[src/rtl/imem_loader_if.sv]
// Byte-stream / instruction-memory write bus for the imem_loader.
// The slave side is the loader; the master side is whoever feeds program
// bytes and observes the memory writes (host logic or a testbench).
interface imem_loader_if #(
  parameter int ADDR_WIDTH = 13
);
  // session control
  logic                  start;
  logic [ADDR_WIDTH:0]   word_count;
  logic                  abort;
  // byte stream
  logic [7:0]            byte_in;
  logic                  byte_valid;
  logic                  byte_ready;
  // instruction-memory write port
  logic                  mem_we;
  logic [ADDR_WIDTH-1:0] mem_addr;
  logic [31:0]           mem_wdata;
  // status
  logic                  busy;
  logic                  done;
  logic                  err;

  modport slave (
    input  start, word_count, abort, byte_in, byte_valid,
    output byte_ready, mem_we, mem_addr, mem_wdata, busy, done, err
  );

  modport master (
    output start, word_count, abort, byte_in, byte_valid,
    input  byte_ready, mem_we, mem_addr, mem_wdata, busy, done, err
  );
endinterface

[src/rtl/imem_loader.sv]
// Instruction-memory loader: assembles a big-endian byte stream into 32-bit
// words and writes them to consecutive word addresses starting at 0.
// A session is opened by start with a word count, closed by done after the
// last write, or cut short by abort (sticky err, no partial-word write).
// All handshake/strobe outputs come straight from flops loaded with the
// decode of the next state, so nothing combinational reaches an output.
module imem_loader #(
  parameter int ADDR_WIDTH = 13,
  parameter int DEPTH      = 8192
) (
  input  logic          i_clk,
  input  logic          i_reset,
  imem_loader_if.slave  bus
);

  localparam logic [ADDR_WIDTH:0] LP_DEPTH = (ADDR_WIDTH+1)'(DEPTH);
  localparam logic [ADDR_WIDTH:0] LP_ONE   = (ADDR_WIDTH+1)'(1);

  typedef enum logic [1:0] {
    S_IDLE   = 2'd0,
    S_RECV   = 2'd1,
    S_WRITE  = 2'd2,
    S_FINISH = 2'd3
  } state_t;

  state_t                r_state;
  state_t                w_next;
  logic [ADDR_WIDTH:0]   r_count;     // words requested for this session
  logic [ADDR_WIDTH-1:0] r_addr;      // address of the word being built
  logic [1:0]            r_idx;       // next byte lane, 0 = bits 31:24
  logic [31:0]           r_word;
  logic                  r_byte_ready;
  logic                  r_mem_we;
  logic                  r_busy;
  logic                  r_done;
  logic                  r_err;

  logic                  w_accept;    // byte handshake completes this edge
  logic                  w_last;      // word at r_addr is the final one
  logic                  w_cnt_zero;
  logic                  w_cnt_ok;    // count fits in the memory

  // byte_ready is only ever high in RECV, so it doubles as the RECV qualifier
  assign w_accept   = r_byte_ready & bus.byte_valid;
  assign w_last     = (({1'b0, r_addr} + LP_ONE) == r_count);
  assign w_cnt_zero = (bus.word_count == '0);
  assign w_cnt_ok   = (bus.word_count <= LP_DEPTH);

  // State register
  always_ff @(posedge i_clk) begin
    if (i_reset) r_state <= S_IDLE;
    else         r_state <= w_next;
  end

  // Next-state decode; abort wins over byte acceptance and write completion
  always_comb begin
    w_next = r_state;
    case (r_state)
      S_IDLE: begin
        if (bus.start) begin
          if (w_cnt_zero)    w_next = S_FINISH;
          else if (w_cnt_ok) w_next = S_RECV;
        end
      end
      S_RECV: begin
        if (bus.abort)                        w_next = S_IDLE;
        else if (w_accept && r_idx == 2'd3)   w_next = S_WRITE;
      end
      S_WRITE: begin
        if (bus.abort)   w_next = S_IDLE;
        else if (w_last) w_next = S_FINISH;
        else             w_next = S_RECV;
      end
      S_FINISH: w_next = S_IDLE;
      default:  w_next = S_IDLE;
    endcase
  end

  // Registered strobes/status, loaded from the next-state decode
  always_ff @(posedge i_clk) begin
    if (i_reset) begin
      r_byte_ready <= 1'b0;
      r_mem_we     <= 1'b0;
      r_busy       <= 1'b0;
      r_done       <= 1'b0;
    end else begin
      r_byte_ready <= (w_next == S_RECV);
      r_mem_we     <= (w_next == S_WRITE);
      r_busy       <= (w_next == S_RECV) || (w_next == S_WRITE);
      r_done       <= (w_next == S_FINISH);
    end
  end

  // Session datapath: count latch, byte assembly, address advance, error flag
  always_ff @(posedge i_clk) begin
    if (i_reset) begin
      r_count <= '0;
      r_addr  <= '0;
      r_idx   <= '0;
      r_word  <= '0;
      r_err   <= 1'b0;
    end else begin
      case (r_state)
        S_IDLE: begin
          if (bus.start) begin
            if (w_cnt_ok) begin
              r_count <= bus.word_count;
              r_addr  <= '0;
              r_idx   <= '0;
              r_word  <= '0;
              r_err   <= 1'b0;
            end else begin
              r_err   <= 1'b1;
            end
          end
        end
        S_RECV: begin
          if (bus.abort) begin
            r_err <= 1'b1;
          end else if (w_accept) begin
            case (r_idx)
              2'd0:    r_word[31:24] <= bus.byte_in;
              2'd1:    r_word[23:16] <= bus.byte_in;
              2'd2:    r_word[15:8]  <= bus.byte_in;
              default: r_word[7:0]   <= bus.byte_in;
            endcase
            r_idx <= r_idx + 2'd1;
          end
        end
        S_WRITE: begin
          // The write itself is already on the bus this cycle; abort only
          // ends the session afterwards. The address holds on the final
          // word so it never steps past DEPTH-1.
          r_idx <= '0;
          if (!w_last) r_addr <= r_addr + 1'b1;
          if (bus.abort) r_err <= 1'b1;
        end
        default: ;
      endcase
    end
  end

  assign bus.byte_ready = r_byte_ready;
  assign bus.mem_we     = r_mem_we;
  assign bus.mem_addr   = r_addr;
  assign bus.mem_wdata  = r_word;
  assign bus.busy       = r_busy;
  assign bus.done       = r_done;
  assign bus.err        = r_err;

endmodule

[src/flat_wrapper.sv]
// flat-port wrapper written by rule: the top's interface ports become plain ports
module imem_loader_flat 
#(
  parameter int ADDR_WIDTH = 13,
  parameter int DEPTH      = 8192
)
  (i_clk, i_reset, bus_start, bus_word_count, bus_abort, bus_byte_in, bus_byte_valid, bus_byte_ready, bus_mem_we, bus_mem_addr, bus_mem_wdata, bus_busy, bus_done, bus_err);
  imem_loader_if #(.ADDR_WIDTH(ADDR_WIDTH)) bus_i ();
  input  logic i_clk;
  input  logic i_reset;
  input wire logic [$bits(bus_i.start)-1:0] bus_start;
  input wire logic [$bits(bus_i.word_count)-1:0] bus_word_count;
  input wire logic [$bits(bus_i.abort)-1:0] bus_abort;
  input wire logic [$bits(bus_i.byte_in)-1:0] bus_byte_in;
  input wire logic [$bits(bus_i.byte_valid)-1:0] bus_byte_valid;
  output wire logic [$bits(bus_i.byte_ready)-1:0] bus_byte_ready;
  output wire logic [$bits(bus_i.mem_we)-1:0] bus_mem_we;
  output wire logic [$bits(bus_i.mem_addr)-1:0] bus_mem_addr;
  output wire logic [$bits(bus_i.mem_wdata)-1:0] bus_mem_wdata;
  output wire logic [$bits(bus_i.busy)-1:0] bus_busy;
  output wire logic [$bits(bus_i.done)-1:0] bus_done;
  output wire logic [$bits(bus_i.err)-1:0] bus_err;
  assign bus_i.start = bus_start;
  assign bus_i.word_count = bus_word_count;
  assign bus_i.abort = bus_abort;
  assign bus_i.byte_in = bus_byte_in;
  assign bus_i.byte_valid = bus_byte_valid;
  assign bus_byte_ready = bus_i.byte_ready;
  assign bus_mem_we = bus_i.mem_we;
  assign bus_mem_addr = bus_i.mem_addr;
  assign bus_mem_wdata = bus_i.mem_wdata;
  assign bus_busy = bus_i.busy;
  assign bus_done = bus_i.done;
  assign bus_err = bus_i.err;
  imem_loader #(.ADDR_WIDTH(ADDR_WIDTH), .DEPTH(DEPTH)) u_core (.i_clk(i_clk), .i_reset(i_reset), .bus(bus_i));
endmodule
[config.mk]
export PLATFORM = sky130hd
export DESIGN_NAME = imem_loader_flat
export DESIGN_NICKNAME = d
export VERILOG_FILES = /design/src/rtl/imem_loader_if.sv /design/src/rtl/imem_loader.sv /design/src/flat_wrapper.sv
export SDC_FILE = /design/constraint.sdc
export NUM_CORES = 1
export LEC_CHECK = 0
export BUFFER_PORTS_ARGS = -buffer_cell sky130_fd_sc_hd__buf_4
export CAP_MARGIN = 0
export CORE_AREA = 4 4 124 126
export DETAILED_ROUTE_END_ITERATION = 10
export DIE_AREA = 0 0 128 130
export PLACE_DENSITY = 0.43
export SLEW_MARGIN = 20
export SYNTH_ARGS = -nofsm -noshare
export SYNTH_HDL_FRONTEND = slang
export SYNTH_SLANG_ARGS = --single-unit
[constraint.sdc]
create_clock -name i_clk -period 5.49 [get_ports i_clk]
set_clock_uncertainty 0.05 [all_clocks]
set_input_delay 0.8235 -clock i_clk [delete_from_list [all_inputs] [get_ports i_clk]]
set_output_delay 0.8235 -clock i_clk [all_outputs]
set_load 0.02 [all_outputs]
Yosys cells after proc, flatten, opt, wreduce, memory -nomap -nowiden --
Cells that the tools add are included.
Storage, ports and cells: register bits after elaboration 68, input port bits 27, output and inout port bits 50
Operators by class: add/subtract/negate cells 3, $lt $le $gt $ge 1, equal/unequal tests 20, muxes and demuxes 30, bitwise logic cells 1, reduce and logical (&&, ||, !) cells 19
Operator list (count):
- 32-bit 2-to-1 mux | 4
- 32-bit one-hot mux with 2 select lines | 1
- 13-bit 2-to-1 mux | 3
- 8-bit 2-to-1 mux | 4
- 13-bit one-hot mux with 2 select lines | 1
- 6-bit AND reduction | 4
- 2-bit 2-to-1 mux | 11
- 13-bit by 1-bit adder with 14-bit output (second input constant) | 1
- 14-bit equality test | 1
- 14-bit <= comparator (second input constant) | 1
- 14-bit zero test | 1
- 13-bit by 1-bit adder with 13-bit output (second input constant) | 1
- 2-bit equality test (second input constant) | 6
- 2-bit != test (second input constant) | 6
- 2-bit by 1-bit != test with 1-bit output (second input constant) | 4
- 2-bit one-hot mux with 4 select lines | 1
- 2-bit by 1-bit equality test with 1-bit output (second input constant) | 3
- 2-bit one-hot mux with 3 select lines | 1
- 3-bit AND reduction | 2
- 2-bit nonzero test | 3
- 5-bit AND reduction | 1
- 2-bit zero test | 2
- 4-bit AND reduction | 1
- 1-bit 2-to-1 mux | 3
- 8 further kinds | 8

Longest topological paths before layout --
depth in word-level cells 7, depth in mapped cells 11, mapped depth without buffers 10

Worst setup path before layout --
OpenSTA, ideal clock, no wires.
kind register to register, start register u_core.r_addr[3] (netlist: u_core.bus.mem_addr[3]), end register u_core.r_busy (netlist: u_core.bus.busy), data arrival time 2627 ps, setup slack 2687 ps, stages on the path, launching flop included 11, buffers on the path 1, clock period less this slack 2803 ps, path through dfxtp_1 buf_2 nand4_2 or3_1 a31o_2 a2111oi_4 nand3_4 o31a_1 or2_1 ha_1 nor2_1
On the way: longest elaborated chain between the ends 7, elaborated cells between the ends (all ways) 8, classes of those cells add/sub (1); eq/ne (3); mux (3); reduce/logical (1)
RTL lines:
- from (decl) | line imem_loader.sv:29 | logic [ADDR_WIDTH-1:0] r_addr;
- from (signal assigned) | line imem_loader.sv:135 | if (!w_last) r_addr <= r_addr + 1'b1;
- 13-bit by 1-bit adder with 14-bit output (*) | line imem_loader.sv:45 | assign w_last = (({1'b0, r_addr} + LP_ONE) == r_count);
- 14-bit equality test (*) | line imem_loader.sv:45
- 2-bit 2-to-1 mux (*) | line imem_loader.sv:71 | else if (w_last) w_next = S_FINISH;
- 2-bit 2-to-1 mux (*) | line imem_loader.sv:70 | if (bus.abort) w_next = S_IDLE;
- 2-bit one-hot mux with 4 select lines (*) | line imem_loader.sv:58 | case (r_state)
- 2-bit by 1-bit equality test with 1-bit output or 2-bit equality test (tied branches) | line imem_loader.sv:89 | r_busy <= (w_next == S_RECV) || (w_next == S_WRITE);
- 1-bit logical OR (*) | line imem_loader.sv:89
- to (signal assigned) | line imem_loader.sv:89
- to (decl) | line imem_loader.sv:34 | logic r_busy;
Mark *: on every way between the ends. The rest lies on a longest branch, timed or not. A chain may end at the register's enable or synchronous reset.

Worst setup path after layout --
start register u_core.r_addr[0] (netlist: u_core.bus.mem_addr[0]), end register u_core.r_byte_ready (netlist: u_core.bus.byte_ready)
On the way: longest elaborated chain between the ends 6
RTL lines:
- 13-bit by 1-bit adder with 14-bit output | line imem_loader.sv:45
- 14-bit equality test | line imem_loader.sv:45
- 2-bit 2-to-1 mux | line imem_loader.sv:71
- 2-bit 2-to-1 mux | line imem_loader.sv:70
- 2-bit one-hot mux with 4 select lines | line imem_loader.sv:58
- 2-bit by 1-bit equality test with 1-bit output | line imem_loader.sv:87 | r_byte_ready <= (w_next == S_RECV);
- to (signal assigned) | line imem_loader.sv:87
- to (decl) | line imem_loader.sv:32 | logic r_byte_ready;
Every way passes these cells.

==> results_dict.tcl <==
set metrics [dict create \
    post-route-period-util_pct 61.7 \
    drt_iter0_markers 183 \
    yosys.area.top_type "dfxtp_1" \
    drv_slew 0 \
    vias 3251 \
    ys_warn_count 0 \
    area_growth_pct 26.4 \
    power_frac_comb_pct 40.9 \
    syn-cell-area_sq_um 3680 \
    synth_most_common_cell "dfxtp_1" \
    cts_setup_buffers 0 \
    ys_types 66 \
    core_sq_um 14300 \
    p_clk_share_pct 27.8 \
    io_buffers 76 \
    synth-edff-count 0 \
    cp.arrival_ns 3.52 \
    dpl_cell_area_sq_um 4370 \
    io-pin-count 77 \
    cts-root-buf "clkbuf_16" \
    worst_setup_path_start_kind "flip-flop" \
    power_density_nw_per_um2 419 \
    crit_chain "ha_1, nand3_2, nor4_1, a21oi_1, nor4_2, nand3_4, o31a_1, or2_1, ha_1, nor2b_1" \
    synth.avg_cell_area_sq_um 8.82 \
    final_cell_count_no_fill 667 \
    clock_latency_ns 0.33 \
    antenna_found_initial 0 \
    fin_crit_ns 3.39 \
    outcome "finished, final reports clean" \
    die-height_microns 130 \
    cts_tree "done" \
    cts_resized 0 \
    cts_buffer_depth 2 \
    ys_ff_latch 68 \
    drive_gt1_share_pct 23.2 \
    cp_common_cell "ha_1" \
    vdd_drop_max_v 0.000213 \
    layout_setup_ws_ns 2.10 \
    globalRouteTotalUtil_pct 13.2 \
    synth_cells 417 \
    num_antenna_cells 0 \
    finalHoldViolCount 0 \
    worstMarginPinSlew_ns 0.842 \
    crit_slowest_cell "dfxtp_1" \
    synth_ff_type "dfxtp_1" \
    wl_per_cell_microns 16.3 \
    fmax_ghz 0.295 \
    wl_microns 10900 \
    ant_nets 0 \
    p_switching_w 0.000751 \
    fin_area_sq_um 4650 \
    die_x_microns 128 \
    hold_buffers 0 \
    numCtsBuffers 9 \
    cellLeakagePower_nw 2.07 \
    power_frac_seq_pct 31.3 \
    worst_hold_path_type "flip-flop to flip-flop" \
    critPathCaptureType "flip-flop" \
    synth_commonest_cells "68 x dfxtp_1, 67 x nor2_1, 46 x mux2i_1" \
    nets 518 \
    design.die.area_sq_um 16600 \
    clk_pin_slew_ns 0.06 \
    crit_fanout 19 \
    cts.htree.levels 3 \
    grt_pass1_wl_microns 17200 \
    clock-sinks 68 \
    dp.cells 651 \
    p_total_w 0.00195 \
    place.gp.congestion 0.748 \
    setup_viol 0 \
    p_int_w 0.00120 \
    rsz0062_at_grt "no" \
    critPathRequiredTime_ns 5.62 \
    viasPerCell 4.87 \
    drc_errors 0 \
    grt_pass1_vias 3124 \
    ys_seq_area_share_pct 37.0 \
    rows 44 \
    grt_overflow 0 \
    critPathKind "flip-flop to flip-flop" \
    switching_share_pct 38.6 \
    synth_top_area_share_pct 37.0 \
    firstDrtPassIters 4 \
    tns_ns 0 \
    place_ws_ns 1.94 \
    place_hpwl_microns 7830 \
    slowest_delay_ns 0.50 \
    grt_max_degree 81 \
    slew_headroom_pct 43.8 \
    ys_top_cells_by_area "dfxtp_1 37%, mux2i_1 13%, nor2_1 6.8%, ha_1 4.4%, nand2_1 2.2%" \
    maxCapViolCount 0 \
    async_flop_share_pct 0 \
    initial_core_util_pct 25.7 \
    synth_fp_nets 457 \
]
==> power groups by stage <==
stage               registers [W]  logic [W]  clock network, W
floorplan                0.000661   0.000532                 0
global placement         0.000618   0.000815                 0
detailed placement       0.000619   0.000813                 0
CTS                      0.000609   0.000814          0.000562
global route             0.000617   0.000883          0.000583
finish                   0.000609   0.000796          0.000541
==> final timing paths <==
check	slack, ns	endpoint	cells past startpoint	startpoint
max reg2reg	2.10	u_core.bus.byte_ready	10	u_core.bus.mem_addr[0]
min	0.45	u_core.bus.mem_wdata[6]	2	u_core.bus.mem_wdata[6]
max	2.10	u_core.bus.byte_ready	10	u_core.bus.mem_addr[0]
min reg2reg	0.45	u_core.bus.mem_wdata[6]	2	u_core.bus.mem_wdata[6]
==> sequential cells by signal (all words and copies together), names as in the netlist <==
signal                 cells
u_core.bus.byte_ready      1
u_core.bus.busy            1
u_core.r_count            14
u_core.r_state             2
u_core.bus.done            1
u_core.bus.mem_we          1
u_core.r_idx               2
u_core.bus.mem_addr       13
u_core.bus.err             1
u_core.bus.mem_wdata      32
==> cell families (layout without fill, tap and decap cells) <==
| kind of cell | Yosys count | after routing | synth area share (%) |
|---|---|---|---|
| AO/OA/AOI/OAI | 67 | 67 | 14.5 |
| adder cells (fa/ha/maj) | 13 | 13 | 4.42 |
| buffers and inverters | 44 | 110 | 5.03 |
| AND/OR/NAND/NOR | 169 | 169 | 24.2 |
| multiplexers | 46 | 46 | 12.5 |
| flip-flops | 68 | 68 | 37.0 |
| XOR/XNOR | 10 | 10 | 2.38 |
==> per-stage QoR <==
step           util [%]  hold slack [ns]
6_report           32.5            0.451
5_1_grt            32.5            0.485
4_1_cts            32.5            0.457
3_5_place_dp       30.5            0.441
3_3_place_gp       30.5            0.428
2_1_floorplan         -            0.434
==> worst max-delay path: cells and delay by family (launching register included) <==
kind            cells  cell delay (ns)
simple gates        6             1.70
fa+ha+maj           2             0.52
flops               1             0.50
compound gates      2             0.48
==> cells in the final DEF, fill, tap and decap left out, types with 7 or more instances in the layout <==
master and instances:
buf_4 78, dfxtp_1 68, nor2_1 67, mux2i_1 46, nand2_1 22, inv_1 14
ha_1 13, a21oi_1 12, nand3_1 10, nor3_1 10, and2_1 10, clkbuf_16 9
nor4_1 8, a31oi_1 7, nand4_1 7, nor2b_1 7, o311ai_0 7
==> metal layers <==
metal	wire length, microns	vias up	track usage, %
met5	0	-	0
met1	5030	1515	17.3
met3	858	8	4.95
met4	159	0	4.74
li1	-	1626	-
met2	4810	102	19.9
==> area by class of cell <==
class                           count  area (sq um)
Inverter                           16          60.1
Sequential cell                    68          1360
Clock buffer                       10           239
Timing Repair Buffer               78           586
Fill cell                        1496          9670
Multi-Input combinational cell    305          2130
Tap cell                          184           230
Clock inverter                      6          40.0
(Power assumes the default switching activity.)
